`src/rtl/ahb_lite_master_bridge.sv`:
```
// ahb_lite_master_bridge: valid/ready command stream -> pipelined AHB-Lite single transfers.
// The address slot and the data slot form a two-deep pipeline. The address phase of
// transfer N+1 overlaps the data phase of transfer N. Completions come back in order on a
// one-cycle response strobe.
module ahb_lite_master_bridge #(
   parameter int ADDR_WIDTH = 10,
   parameter int DATA_WIDTH = 32
) (
   input  logic                  HCLK,
   input  logic                  HRESETn,
   // command stream
   input  logic                  cmd_valid,
   output logic                  cmd_ready,
   input  logic                  cmd_write,
   input  logic [ADDR_WIDTH-1:0] cmd_addr,
   input  logic [DATA_WIDTH-1:0] cmd_wdata,
   // AHB-Lite master
   output logic                  HSEL,
   output logic [ADDR_WIDTH-1:0] HADDR,
   output logic                  HWRITE,
   output logic [1:0]            HTRANS,
   output logic [DATA_WIDTH-1:0] HWDATA,
   input  logic [DATA_WIDTH-1:0] HRDATA,
   input  logic                  HREADY,
   // response strobe
   output logic                  rsp_valid,
   output logic                  rsp_write,
   output logic [DATA_WIDTH-1:0] rsp_rdata,
   output logic                  bridge_idle
);

   localparam logic [1:0] HTRANS_IDLE   = 2'b00;
   localparam logic [1:0] HTRANS_NONSEQ = 2'b10;

   // Encoding is {a_vld, d_vld}, so the slot flags read straight off the state bits
   typedef enum logic [1:0] {
      S_IDLE = 2'b00,
      S_DATA = 2'b01,
      S_ADDR = 2'b10,
      S_BOTH = 2'b11
   } state_t;

   state_t                 r_state;
   state_t                 w_state_nxt;

   logic                   w_a_vld;
   logic                   w_d_vld;
   logic                   w_accept;
   logic                   w_a_done;
   logic                   w_d_done;

   logic                   r_hsel;
   logic [1:0]             r_htrans;
   logic [ADDR_WIDTH-1:0]  r_haddr;
   logic                   r_hwrite;
   logic                   r_a_write;
   logic [DATA_WIDTH-1:0]  r_a_wdata;
   logic                   r_d_write;
   logic [DATA_WIDTH-1:0]  r_hwdata;
   logic                   r_rsp_valid;
   logic                   r_rsp_write;
   logic [DATA_WIDTH-1:0]  r_rsp_rdata;

   assign w_a_vld  = r_state[1];
   assign w_d_vld  = r_state[0];
   // A pending address phase can only retire when the slave is ready. So a new command
   // may enter only if the slot is empty or is emptying this edge.
   assign w_accept = cmd_valid & cmd_ready;
   assign w_a_done = w_a_vld & HREADY;
   assign w_d_done = w_d_vld & HREADY;

   assign cmd_ready   = ~w_a_vld | HREADY;
   assign bridge_idle = (r_state == S_IDLE);

   assign HSEL      = r_hsel;
   assign HTRANS    = r_htrans;
   assign HADDR     = r_haddr;
   assign HWRITE    = r_hwrite;
   assign HWDATA    = r_hwdata;
   assign rsp_valid = r_rsp_valid;
   assign rsp_write = r_rsp_write;
   assign rsp_rdata = r_rsp_rdata;

   // Pipeline occupancy state register
   always_ff @(posedge HCLK or negedge HRESETn) begin
      if (!HRESETn) r_state <= S_IDLE;
      else          r_state <= w_state_nxt;
   end

   // Next occupancy: HREADY advances both slots together, and an accept refills the address slot
   always_comb begin
      w_state_nxt = r_state;
      unique case (r_state)
         S_IDLE: w_state_nxt = w_accept ? S_ADDR : S_IDLE;
         S_ADDR: if (HREADY) w_state_nxt = w_accept ? S_BOTH : S_DATA;
         S_DATA: begin
            if (HREADY) w_state_nxt = w_accept ? S_ADDR : S_IDLE;
            else        w_state_nxt = w_accept ? S_BOTH : S_DATA;
         end
         S_BOTH: if (HREADY) w_state_nxt = w_accept ? S_BOTH : S_DATA;
         default: w_state_nxt = S_IDLE;
      endcase
   end

   // Address phase: launch NONSEQ on accept, drop to IDLE when the slot frees without refill.
   // HADDR/HWRITE keep their last value while idle.
   always_ff @(posedge HCLK or negedge HRESETn) begin
      if (!HRESETn) begin
         r_hsel    <= 1'b0;
         r_htrans  <= HTRANS_IDLE;
         r_haddr   <= '0;
         r_hwrite  <= 1'b0;
         r_a_write <= 1'b0;
         r_a_wdata <= '0;
      end else if (w_accept) begin
         r_hsel    <= 1'b1;
         r_htrans  <= HTRANS_NONSEQ;
         r_haddr   <= cmd_addr;
         r_hwrite  <= cmd_write;
         r_a_write <= cmd_write;
         r_a_wdata <= cmd_wdata;
      end else if (w_a_done) begin
         r_hsel    <= 1'b0;
         r_htrans  <= HTRANS_IDLE;
      end
   end

   // Data phase: when the address phase retires, move its direction into the data slot.
   // For a write, also move the write data onto HWDATA.
   always_ff @(posedge HCLK or negedge HRESETn) begin
      if (!HRESETn) begin
         r_d_write <= 1'b0;
         r_hwdata  <= '0;
      end else if (w_a_done) begin
         r_d_write <= r_a_write;
         if (r_a_write) r_hwdata <= r_a_wdata;
      end
   end

   // Response: one-cycle strobe after the data phase completes; read data is captured at that edge
   always_ff @(posedge HCLK or negedge HRESETn) begin
      if (!HRESETn) begin
         r_rsp_valid <= 1'b0;
         r_rsp_write <= 1'b0;
         r_rsp_rdata <= '0;
      end else begin
         r_rsp_valid <= w_d_done;
         if (w_d_done) begin
            r_rsp_write <= r_d_write;
            if (!r_d_write) r_rsp_rdata <= HRDATA;
         end
      end
   end

endmodule

```
`config.mk`:
```
export PLATFORM = sky130hd
export DESIGN_NAME = ahb_lite_master_bridge
export DESIGN_NICKNAME = d
export VERILOG_FILES = /design/src/rtl/ahb_lite_master_bridge.sv
export SDC_FILE = /design/constraint.sdc
export NUM_CORES = 1
export LEC_CHECK = 0
export CAP_MARGIN = 10
export CORE_MARGIN = 2
export CORE_UTILIZATION = 35
export DETAILED_ROUTE_END_ITERATION = 12
export PLACE_DENSITY = 0.71
export SYNTH_ARGS = -nofsm -noshare
export SYNTH_HDL_FRONTEND = slang
export SYNTH_SLANG_ARGS = --single-unit
```
`constraint.sdc`:
```
create_clock -name HCLK -period 4.15 [get_ports HCLK]
set_input_delay 0.83 -clock HCLK [delete_from_list [all_inputs] [get_ports HCLK]]
set_output_delay 0.83 -clock HCLK [all_outputs]
set_load 0.01 [all_outputs]
```
* After elaboration in Yosys (flattened, before gate mapping)
Index checks and enable logic that the tools add are counted.
Word-level totals: bits in registers 115, input port bits 79, output and inout bits 82
Operators by class: eq/ne operators 4, muxes and demuxes 9, bitwise logic cells 6, reductions and logical operators 5
Operators by type and width (number):
- two-way mux 2 bit | 6
- case mux 2 bit (3 select lines) | 1
- equality test 2 bit (second input constant) | 2
- AND reduction 2 bit | 2
- AND 1 bit | 3
- equality test 2 x 1 -> 1 bit (second input constant) | 1
- zero test 2 bit | 1
- two-way mux 1 bit | 2
- != test 2 x 1 -> 1 bit (second input constant) | 1
- NOT 1 bit | 2
- nonzero test 2 bit | 1
- OR reduction 2 bit | 1
- bitwise OR 1 bit | 1

* Depth between registers and ports, before layout
depth in word-level cells 6, gate-level depth with buffers 5, gate-level depth less buffers 3

* Least setup slack after synthesis
Ideal clock, no wire load.
path type input-to-output, start input port HREADY, end output port cmd_ready, data arrival time 1026 ps, slack 2294 ps, stages 1, path buffers 0, cells stage by stage nand2b_2
Between the ends: cells in the longest elaborated chain, start to end 1
RTL lines:
- start: declaration | RTL line 24 | input logic HREADY,
- bitwise OR 1 bit | RTL line 72 | assign cmd_ready = ~w_a_vld | HREADY;
- end: declaration | RTL line 13 | output logic cmd_ready,
No other way between the ends.

* Worst setup path after layout
Same ends and word-level chain as after synthesis.

==> results_dict.tcl <==
set metrics [dict create \
    clock_latency_ns 0.40 \
    ys.flop_type "dfrtp_1" \
    synth.cell_area_um2 4350 \
    synth-seq-area-share_pct 65.0 \
    r2r_slack_ns 2.21 \
    max_cap_viol_count 0 \
    fin_nets 498 \
    cts_buffer_depth 2 \
    numClockSinks 113 \
    post_synth.cell_area_avg_um2 17.4 \
    slowest_delay_ns 0.60 \
    slew_violations 0 \
    die_h_um 115 \
    synth_top_area_share_pct 65.0 \
    final_layout_size_suffix_gt1_share_pct 33.6 \
    io_buffers 159 \
    period_minus_slack_ns 3.01 \
    vias_per_cell 4.46 \
    numCtsBuffers 17 \
    n_antenna_cell 0 \
    synth_cell_types 18 \
    r2r_cells 4 \
    crit_top_cell "clkdlybuf4s50_1" \
    ctsHoldBuffers 0 \
    fp.dieW_um 115 \
    fin_crit_sh_pct 72.4 \
    synth_edf_count 0 \
    setup.worst_path.start "HREADY" \
    ir_drop_uv 308 \
    syn-num-nets 329 \
    ys_seq_elements 113 \
    coreArea_um2 12100 \
    drt_iter0_drc 102 \
    grt_overflow_total 0 \
    wl_per_cell_um 15.7 \
    fmax_mhz 333 \
    crit_path_start_kind "input pin" \
    yosysWarnings 0 \
    antenna_found_initial 0 \
    timing.rr.end "rsp_rdata[26]" \
    hold_viol_final 0 \
    max-slew-margin-rel_pct 38.3 \
    synth_common_cells "dfrtp_1 (113), mux2_2 (78), mux2_4 (30)" \
    async_flop_share_pct 100 \
    cp_max_fo 6 \
    syn_inst 250 \
    synth.area.top_cells "dfrtp_1 (65%), mux2_2 (20%), mux2_4 (10%)" \
    yosysMostFrequentCell "dfrtp_1" \
    wl_um 9430 \
    ant_nets 0 \
    multiInputGateArea_um2 1420 \
    cts-htree-levels 4 \
    final_area_um2 6660 \
    crit_chain "clkdlybuf4s50_1, nand2b_2, clkdlybuf4s50_1" \
    ios 161 \
    hpwl_um 6410 \
    cts_tree "yes" \
    drc 0 \
    dr.pass1.iters 4 \
    r2r_start "r_state[0]" \
    arrival_ns 2.18 \
    crit_required_ns 3.32 \
    fp-row-count 40 \
    area_growth_pct 53.3 \
    worstHoldPathType "register to register" \
    root_buffer "clkbuf_16" \
    setup_viol 0 \
    initial_utilization_pct 36.0 \
    grt.total_usage_pct 15.0 \
    clkSlewWorstSetupHoldPaths_ns 0.05 \
    cp-end-kind "primary output" \
    cts_setup_buffers 0 \
    total_leakage_power_nw 2.91 \
    cellPowerDensity_nw_per_um2 613 \
    gp_congestion 0.720 \
    fin_tns_setup_ns 0 \
    nFillCells 993 \
    rsz0062_at_grt "false" \
    slowest_stage "clkdlybuf4s50_1" \
    place_area_um2 6080 \
    ctsResizeCount 0 \
    grt_pass1_vias 2937 \
    grt_max_degree 76 \
    grt_pass1_wl_um 14800 \
    vias 2671 \
    status "finished, final reports clean" \
    path_class "input pin to primary output" \
    yosysTopAreaCell "dfrtp_1" \
    seq_area_um2 2830 \
    die_area_um2 13300 \
    worstMarginPinSlew_ns 0.925 \
    skew_ns 0.00646 \
    critical_path.endpoint "cmd_ready" \
    hold_ws_ns 0.490 \
]
## routing by layer
metal	track usage (%)	vias to the layer above	share of wire, %	wire [um]
li1	-	1207	-	-
met2	23.9	116	48	4500
met4	5.78	0	0.97	91
met3	7.64	10	9.3	873
met5	0	-	0	0
met1	17.4	1338	42	3960
## state kept, by name, summed over array words and instances (netlist names)
register	count
rsp_valid	1
HWDATA	32
r_a_write	1
r_a_wdata	32
HTRANS	1
HADDR	10
r_state	2
rsp_rdata	32
rsp_write	1
r_d_write	1
## cell type report
cell class	instances	area share (%)
clock buffers	26	7.64
clock inverters	5	1.13
inverters	1	0.0563
multi-input cells	123	21.3
flip-flops and latches	113	42.4
well taps	168	3.15
repair buffers	163	24.3
## worst min-delay path by stage
| stage | end | slack [ns] | cells after the start | startpoint |
|---|---|---|---|---|
| final | r_d_write | 0.49 | 2 | r_d_write |
| after global routing | rsp_rdata[11] | 0.52 | 1 | rsp_rdata[11] |
| after CTS | r_d_write | 0.49 | 2 | r_d_write |
| after detailed placement | r_d_write | 0.48 | 2 | r_d_write |
| after global placement | r_d_write | 0.48 | 2 | r_d_write |
| after floorplan | r_d_write | 0.45 | 2 | r_d_write |
## where the power goes
group / switching [W] / leakage (nW) / total (W) / internal, W
sequential: 0.000155 / 1.33 / 0.00155 / 0.00139
combinational: 0.000373 / 1.29 / 0.00112 / 0.000750
clock: 0.000458 / 0.290 / 0.00141 / 0.000955
total: 0.000987 / 2.91 / 0.00408 / 0.00310
## critical path, delay by kind of cell
family	cells	cell delay [ns]
buffers and inverters	2	1.14
AND/OR/NAND/NOR	1	0.20
## layout by cell type (no fill, tap or decap), drive strengths merged
master,synthesis,routed
a21oi,1,1
and2,1,1
buf,13,5
bufinv,0,2
clkbuf,0,26
clkdlybuf4s50,0,158
clkinv,0,3
conb,1,1
dfrtp,113,113
inv,1,1
mux2,108,108
mux2i,1,1
nand2,4,4
nand2b,3,3
nand3,1,1
nor2,2,2
o21ai,1,1
## stage by stage
| stage | cells | total power (W) | setup WS, ns | utilization (%) |
|---|---|---|---|---|
| floorplan | 250 | 0.00203 | 2.29 | - |
| global placement | 568 | 0.00266 | 1.14 | 50.4 |
| detailed placement | 568 | 0.00270 | 1.10 | 50.4 |
| CTS | 599 | 0.00415 | 1.12 | 55.2 |
| global route | 599 | 0.00430 | 1.07 | 55.2 |
| finish | 599 | 0.00408 | 1.14 | 55.2 |
## cell families after synthesis
| kind of cell | synth area share (%) |
|---|---|
| mux | 30.8 |
| flops | 65.0 |
| simple gates | 1.35 |
| compound gates | 0.230 |
| other cells | 0.0862 |
| buf+inv | 2.50 |
Note: power is estimated with default switching activity, not from simulation.
